File: config.mk
export PLATFORM = sky130hd
export DESIGN_NAME = sobel_frame_ctrl_flat
export DESIGN_NICKNAME = d
export VERILOG_FILES = /design/src/rtl/sobel_frame_ctrl_if.sv /design/src/rtl/sobel_frame_ctrl.sv /design/src/flat_wrapper.sv
export SDC_FILE = /design/constraint.sdc
export NUM_CORES = 1
export LEC_CHECK = 0
export CAP_MARGIN = 0
export CORE_ASPECT_RATIO = 1.2
export CORE_MARGIN = 1.5
export CORE_UTILIZATION = 48
export CTS_CLUSTER_SIZE = 14
export DETAILED_ROUTE_END_ITERATION = 12
export PLACE_DENSITY = 0.76
export SETUP_SLACK_MARGIN = 0.1
export SYNTH_ARGS = -nofsm -noshare
export SYNTH_HDL_FRONTEND = slang
export SYNTH_SLANG_ARGS = --single-unit
export TNS_END_PERCENT = 1
File: constraint.sdc
create_clock -name clk -period 3.1 [get_ports clk]
set_input_delay 0.62 -clock clk [delete_from_list [all_inputs] [get_ports clk]]
set_output_delay 0.62 -clock clk [all_outputs]
set_load 0.05 [all_outputs]
File: src/rtl/sobel_frame_ctrl_if.sv
// Handshake bundle between the Sobel frame controller, the source/result
// memories and the filter. master = controller side, slave = environment side.
interface sobel_frame_ctrl_if #(
  parameter int ADDR_W = 12
);
  logic              start;
  logic              abort;
  logic              hold;
  logic              busy;
  logic              done;
  logic              rd_en;
  logic [ADDR_W-1:0] rd_addr;
  logic [7:0]        rd_data;
  logic              filt_clear;
  logic              filt_valid_in;
  logic [7:0]        filt_pixel_in;
  logic              filt_valid_out;
  logic [7:0]        filt_pixel_out;
  logic              wr_en;
  logic [ADDR_W-1:0] wr_addr;
  logic [7:0]        wr_data;

  modport master (
    input  start, abort, hold, rd_data, filt_valid_out, filt_pixel_out,
    output busy, done, rd_en, rd_addr, filt_clear, filt_valid_in,
           filt_pixel_in, wr_en, wr_addr, wr_data
  );

  modport slave (
    output start, abort, hold, rd_data, filt_valid_out, filt_pixel_out,
    input  busy, done, rd_en, rd_addr, filt_clear, filt_valid_in,
           filt_pixel_in, wr_en, wr_addr, wr_data
  );
endinterface

File: src/rtl/sobel_frame_ctrl.sv
// Frame sequencer: clears the filter, streams IMG_W*IMG_H source pixels through
// it with stall/abort support, and writes the filtered results back in order.
module sobel_frame_ctrl #(
  parameter int IMG_W  = 64,
  parameter int IMG_H  = 64,
  parameter int ADDR_W = 12
) (
  input  logic               clk,
  input  logic               rst,
  sobel_frame_ctrl_if.master bus
);
  localparam int N     = IMG_W * IMG_H;
  localparam int CNT_W = ADDR_W + 1;
  localparam logic [CNT_W-1:0] LAST = CNT_W'(N - 1);
  localparam logic [CNT_W-1:0] FULL = CNT_W'(N);

  typedef enum logic [2:0] {IDLE, CLEAR, READ, DRAIN, DONE} state_t;

  state_t            state;
  logic [CNT_W-1:0]  rd_cnt;
  logic [CNT_W-1:0]  wr_cnt;
  logic              rd_en_p0;
  logic [ADDR_W-1:0] rd_addr_p0;
  logic              vld_p1;
  logic              busy_q;
  logic              done_q;
  logic              clear_q;

  logic              active;
  logic              issue;
  logic              wr_fire;
  logic [CNT_W-1:0]  next_addr;

  always_comb begin
    active    = (state == READ) || (state == DRAIN);
    issue     = !bus.hold && ((state == CLEAR) || (state == READ));
    next_addr = (state == CLEAR) ? '0 : rd_cnt;
    wr_fire   = active && bus.filt_valid_out;
  end

  // The first read is issued on the edge leaving CLEAR so that the frame
  // completes N+3 edges after start is sampled.
  always_ff @(posedge clk or posedge rst) begin
    if (rst) begin
      state      <= IDLE;
      busy_q     <= 1'b0;
      done_q     <= 1'b0;
      clear_q    <= 1'b0;
      rd_en_p0   <= 1'b0;
      rd_addr_p0 <= '0;
      vld_p1     <= 1'b0;
      rd_cnt     <= '0;
      wr_cnt     <= '0;
    end else begin
      done_q   <= 1'b0;
      clear_q  <= 1'b0;
      rd_en_p0 <= 1'b0;
      vld_p1   <= rd_en_p0;
      if (wr_fire && wr_cnt != FULL) wr_cnt <= wr_cnt + 1'b1;

      if (state != IDLE && bus.abort) begin
        state  <= IDLE;
        busy_q <= 1'b0;
        vld_p1 <= 1'b0;
      end else begin
        case (state)
          IDLE: begin
            if (bus.start && !bus.abort) begin
              state   <= CLEAR;
              busy_q  <= 1'b1;
              clear_q <= 1'b1;
            end
          end
          CLEAR, READ: begin
            if (state == CLEAR) begin
              rd_cnt <= '0;
              wr_cnt <= '0;
            end
            state <= READ;
            if (issue) begin
              rd_en_p0   <= 1'b1;
              rd_addr_p0 <= next_addr[ADDR_W-1:0];
              rd_cnt     <= next_addr + 1'b1;
              if (next_addr == LAST) state <= DRAIN;
            end
          end
          DRAIN: begin
            if (wr_fire && wr_cnt == LAST) begin
              state  <= DONE;
              done_q <= 1'b1;
            end
          end
          DONE: begin
            state  <= IDLE;
            busy_q <= 1'b0;
          end
          default: state <= IDLE;
        endcase
      end
    end
  end

  // Filter stage boundary: read data lands one cycle after rd_en.
  assign bus.busy          = busy_q;
  assign bus.done          = done_q;
  assign bus.rd_en         = rd_en_p0;
  assign bus.rd_addr       = rd_addr_p0;
  assign bus.filt_clear    = clear_q;
  assign bus.filt_valid_in = vld_p1;
  assign bus.filt_pixel_in = bus.rd_data;
  assign bus.wr_en         = wr_fire;
  assign bus.wr_addr       = wr_cnt[ADDR_W-1:0];
  assign bus.wr_data       = active ? bus.filt_pixel_out : 8'd0;
endmodule

File: src/flat_wrapper.sv
// flat-port wrapper written by rule: the top's interface ports become plain ports
module sobel_frame_ctrl_flat 
#(
  parameter int IMG_W  = 64,
  parameter int IMG_H  = 64,
  parameter int ADDR_W = 12
)
  (clk, rst, bus_start, bus_abort, bus_hold, bus_rd_data, bus_filt_valid_out, bus_filt_pixel_out, bus_busy, bus_done, bus_rd_en, bus_rd_addr, bus_filt_clear, bus_filt_valid_in, bus_filt_pixel_in, bus_wr_en, bus_wr_addr, bus_wr_data);
  sobel_frame_ctrl_if #(.ADDR_W(ADDR_W)) bus_i ();
  input  logic clk;
  input  logic rst;
  input wire logic [$bits(bus_i.start)-1:0] bus_start;
  input wire logic [$bits(bus_i.abort)-1:0] bus_abort;
  input wire logic [$bits(bus_i.hold)-1:0] bus_hold;
  input wire logic [$bits(bus_i.rd_data)-1:0] bus_rd_data;
  input wire logic [$bits(bus_i.filt_valid_out)-1:0] bus_filt_valid_out;
  input wire logic [$bits(bus_i.filt_pixel_out)-1:0] bus_filt_pixel_out;
  output wire logic [$bits(bus_i.busy)-1:0] bus_busy;
  output wire logic [$bits(bus_i.done)-1:0] bus_done;
  output wire logic [$bits(bus_i.rd_en)-1:0] bus_rd_en;
  output wire logic [$bits(bus_i.rd_addr)-1:0] bus_rd_addr;
  output wire logic [$bits(bus_i.filt_clear)-1:0] bus_filt_clear;
  output wire logic [$bits(bus_i.filt_valid_in)-1:0] bus_filt_valid_in;
  output wire logic [$bits(bus_i.filt_pixel_in)-1:0] bus_filt_pixel_in;
  output wire logic [$bits(bus_i.wr_en)-1:0] bus_wr_en;
  output wire logic [$bits(bus_i.wr_addr)-1:0] bus_wr_addr;
  output wire logic [$bits(bus_i.wr_data)-1:0] bus_wr_data;
  assign bus_i.start = bus_start;
  assign bus_i.abort = bus_abort;
  assign bus_i.hold = bus_hold;
  assign bus_i.rd_data = bus_rd_data;
  assign bus_i.filt_valid_out = bus_filt_valid_out;
  assign bus_i.filt_pixel_out = bus_filt_pixel_out;
  assign bus_busy = bus_i.busy;
  assign bus_done = bus_i.done;
  assign bus_rd_en = bus_i.rd_en;
  assign bus_rd_addr = bus_i.rd_addr;
  assign bus_filt_clear = bus_i.filt_clear;
  assign bus_filt_valid_in = bus_i.filt_valid_in;
  assign bus_filt_pixel_in = bus_i.filt_pixel_in;
  assign bus_wr_en = bus_i.wr_en;
  assign bus_wr_addr = bus_i.wr_addr;
  assign bus_wr_data = bus_i.wr_data;
  sobel_frame_ctrl #(.IMG_W(IMG_W), .IMG_H(IMG_H), .ADDR_W(ADDR_W)) u_core (.clk(clk), .rst(rst), .bus(bus_i));
endmodule
==> results.json <==
{
  "slew_headroom": 0.544,
  "synth.distinct_cells": 42,
  "leakage_nw": 1.21,
  "num_rows": 28,
  "cp_max_fo": 8,
  "fin_crit_sh": 0.890,
  "vias_per_cell": 5.37,
  "startpoint": "u_core.state[2]",
  "finClkSkew_ns": 0.00519,
  "hold_violations": 0,
  "required_ns": 2.48,
  "num_antenna_cells": 0,
  "finalNetCount": 313,
  "layout-drive-gt1-share": 0.0588,
  "core_um2": 4900,
  "yosys-top-cells-count": "46 x dfrtp_1, 43 x nand2_1, 21 x buf_4",
  "critPathCaptureType": "output pin",
  "place_congestion": 0.837,
  "cts_buffers": 5,
  "grt_overflow": 0,
  "finalSetupViolations": 0,
  "vias": 1875,
  "ant_nets": 0,
  "antenna_found_initial": 0,
  "ys_seq_area_frac": 0.473,
  "crit_path_start_kind": "register",
  "synth_edf_count": 0,
  "p_switching_w": 0.000573,
  "insertion_delay_ns": 0.30,
  "clock-sinks": 46,
  "syn_avg_cell_area_um2": 9.58,
  "clkPwrFrac": 0.264,
  "htree_levels": 2,
  "p_per_area_nw_per_um2": 560,
  "firstDrtPassIters": 4,
  "die_h_um": 81.0,
  "track_usage": 0.202,
  "rr_startpoint": "u_core.state[0]",
  "grt_pass1_wl_mm": 8.45,
  "clkTransAtPathRegs_ns": 0.08,
  "maxSlewViolCount": 0,
  "cts_tree": "done",
  "synth-seq-cells": 46,
  "ys_warn_count": 0,
  "drv_cap": 0,
  "ir_drop_uv": 405,
  "wl_mm": 4.89,
  "p_int_w": 0.00109,
  "p_total_w": 0.00166,
  "fin_tns_setup_ns": 0,
  "fillers": 452,
  "hold_class": "reg2reg",
  "regArea_um2": 1150,
  "synth_cells": 254,
  "swShare": 0.345,
  "io_buffers": 51,
  "boundaryPins": 68,
  "cts_buffer_depth": 2,
  "synth_most_common_cell": "dfrtp_1",
  "clockRootBuffer": "clkbuf_8",
  "post_cts_buffers": 0,
  "async_flop_share": 1.00,
  "synth.largest_area_cell": "dfrtp_1",
  "grt_max_degree": 47,
  "rsz0062_at_grt": "false",
  "drt_iter0_drc": 119,
  "netlist_area_um2": 2430,
  "drc_errors": 0,
  "dp_hpwl_mm": 3.49,
  "start_util": 0.496,
  "cts_resized": 0,
  "worst_pin_slew_ns": 0.677,
  "synth.area.top_cells": "dfrtp_1 47%, nand2_1 6.6%, buf_4 6.5%",
  "finalCriticalPeriod_ns": 2.76,
  "min-delay-start": "u_core.bus.rd_addr[2]",
  "synthFlopType": "dfrtp_1",
  "wl_per_cell_um": 14.0,
  "fp.dieW_um": 68.0,
  "syn_to_final_growth_pct": 21.8,
  "synth_top_area_frac": 0.473,
  "combPwrFrac": 0.298,
  "clock.fmax_mhz": 362,
  "multi_input_area_um2": 1060,
  "crit_arrival_ns": 2.14,
  "syn_nets": 279,
  "grt_pass1_vias": 1855,
  "status": "complete, no violations",
  "die_area_um2": 5510,
  "ctsHoldBuffers": 0,
  "crit_type": "reg2out",
  "p_seq_frac": 0.437
}
-- per-layer routing --
metal  wire length (um)  global-route usage  vias up
li1                   -                   -      929
met1               2130               0.252      905
met2               2460               0.333       31
met3                172              0.0443       10
met4                119              0.0840        0
met5                  0                   0        -
-- cells in the final DEF (no fill, tap or decap), types with 2 or more instances in the layout --
cell type | synthesis | final
and4_1 | 4 | 4
nor2b_1 | 2 | 2
dfrtp_1 | 46 | 46
and3_1 | 4 | 4
nand4b_1 | 4 | 4
nor2_1 | 9 | 9
o211ai_1 | 3 | 3
o21ai_0 | 6 | 6
nand3_1 | 6 | 6
clkbuf_8 | 0 | 5
nor4_2 | 2 | 2
nand2_1 | 43 | 43
xnor2_1 | 9 | 9
ha_1 | 3 | 3
or3_1 | 5 | 5
and2_1 | 10 | 10
clkbuf_1 | 3 | 2
a21oi_1 | 5 | 5
nor4b_1 | 2 | 2
a31oi_1 | 2 | 2
nor4_1 | 6 | 6
clkdlybuf4s50_1 | 0 | 50
nor3_1 | 2 | 2
xor2_1 | 10 | 10
o31ai_1 | 3 | 3
nand4_1 | 9 | 9
o21ai_1 | 10 | 10
buf_4 | 21 | 5
inv_1 | 7 | 6
-- flip-flops by register name, indices dropped and copies added (netlist names) --
| name | count |
|---|---|
| u_core.bus.busy | 1 |
| u_core.bus.done | 1 |
| u_core.bus.filt_clear | 1 |
| u_core.bus.filt_valid_in | 1 |
| u_core.bus.rd_addr | 12 |
| u_core.bus.rd_en | 1 |
| u_core.rd_cnt | 13 |
| u_core.state | 3 |
| u_core.wr_cnt | 13 |
-- logic make-up (layout without fill, tap and decap cells) --
kind of cell / after synthesis / count (layout) / share of synthesized area
AO/OA/AOI/OAI: 33 / 33 / 0.0813
XOR/XNOR: 19 / 19 / 0.0684
adder cells (fa/ha/maj): 3 / 3 / 0.0154
buffers and inverters: 36 / 71 / 0.0900
flip-flops: 46 / 46 / 0.473
multiplexers: 1 / 1 / 0.00463
AND/OR/NAND/NOR: 116 / 116 / 0.267
-- final cells by class --
class | instances | area share
well taps | 60 | 0.0253
flip-flops and latches | 46 | 0.389
multi-input cells | 172 | 0.359
clock buffers | 7 | 0.0258
repair buffers | 55 | 0.182
inverters | 8 | 0.0101
clock inverters | 1 | 0.0101
-- worst paths after layout --
| kind | end | cells past startpoint | slack [ns] |
|---|---|---|---|
| setup / recovery | bus_wr_data[3] | 3 | 0.34 |
| hold / removal | u_core.bus.rd_addr[2] | 1 | 0.48 |
| setup reg to reg | u_core.rd_cnt[1] | 5 | 0.67 |
| hold reg to reg | u_core.bus.rd_addr[2] | 1 | 0.48 |
| max in group asynchronous | u_core.bus.rd_addr[10] | 3 | 1.95 |
| min in group asynchronous | u_core.wr_cnt[3] | 3 | 0.75 |
-- power by group through the flow --
stage	registers (W)	clock network, W	logic (W)
2_1_floorplan	0.000836	0	0.000280
3_3_place_gp	0.000735	0	0.000491
3_5_place_dp	0.000737	0	0.000500
4_1_cts	0.000726	0.000449	0.000500
5_1_grt	0.000738	0.000474	0.000534
6_report	0.000726	0.000438	0.000496
-- critical path, stage by stage (launching register included) --
cell	delay, ns
dfrtp_1	0.47
nor2b_1	0.39
and2_1	0.19
clkdlybuf4s50_1	0.80
-- through the flow --
stage / cell area, um^2 / setup WS, ns / cells / hold slack (ns) / util
3_5_place_dp: 2860 / 0.477 / 341 / 0.469 / 0.582
2_1_floorplan: 2430 / 0.972 / 254 / 0.457 / -
3_3_place_gp: 2860 / 0.502 / 341 / 0.460 / 0.582
5_1_grt: 2960 / 0.191 / 349 / 0.505 / 0.604
6_report: 2960 / 0.340 / 349 / 0.483 / 0.604
4_1_cts: 2960 / 0.326 / 349 / 0.488 / 0.604
No activity file was read; power rests on OpenSTA's default activity.
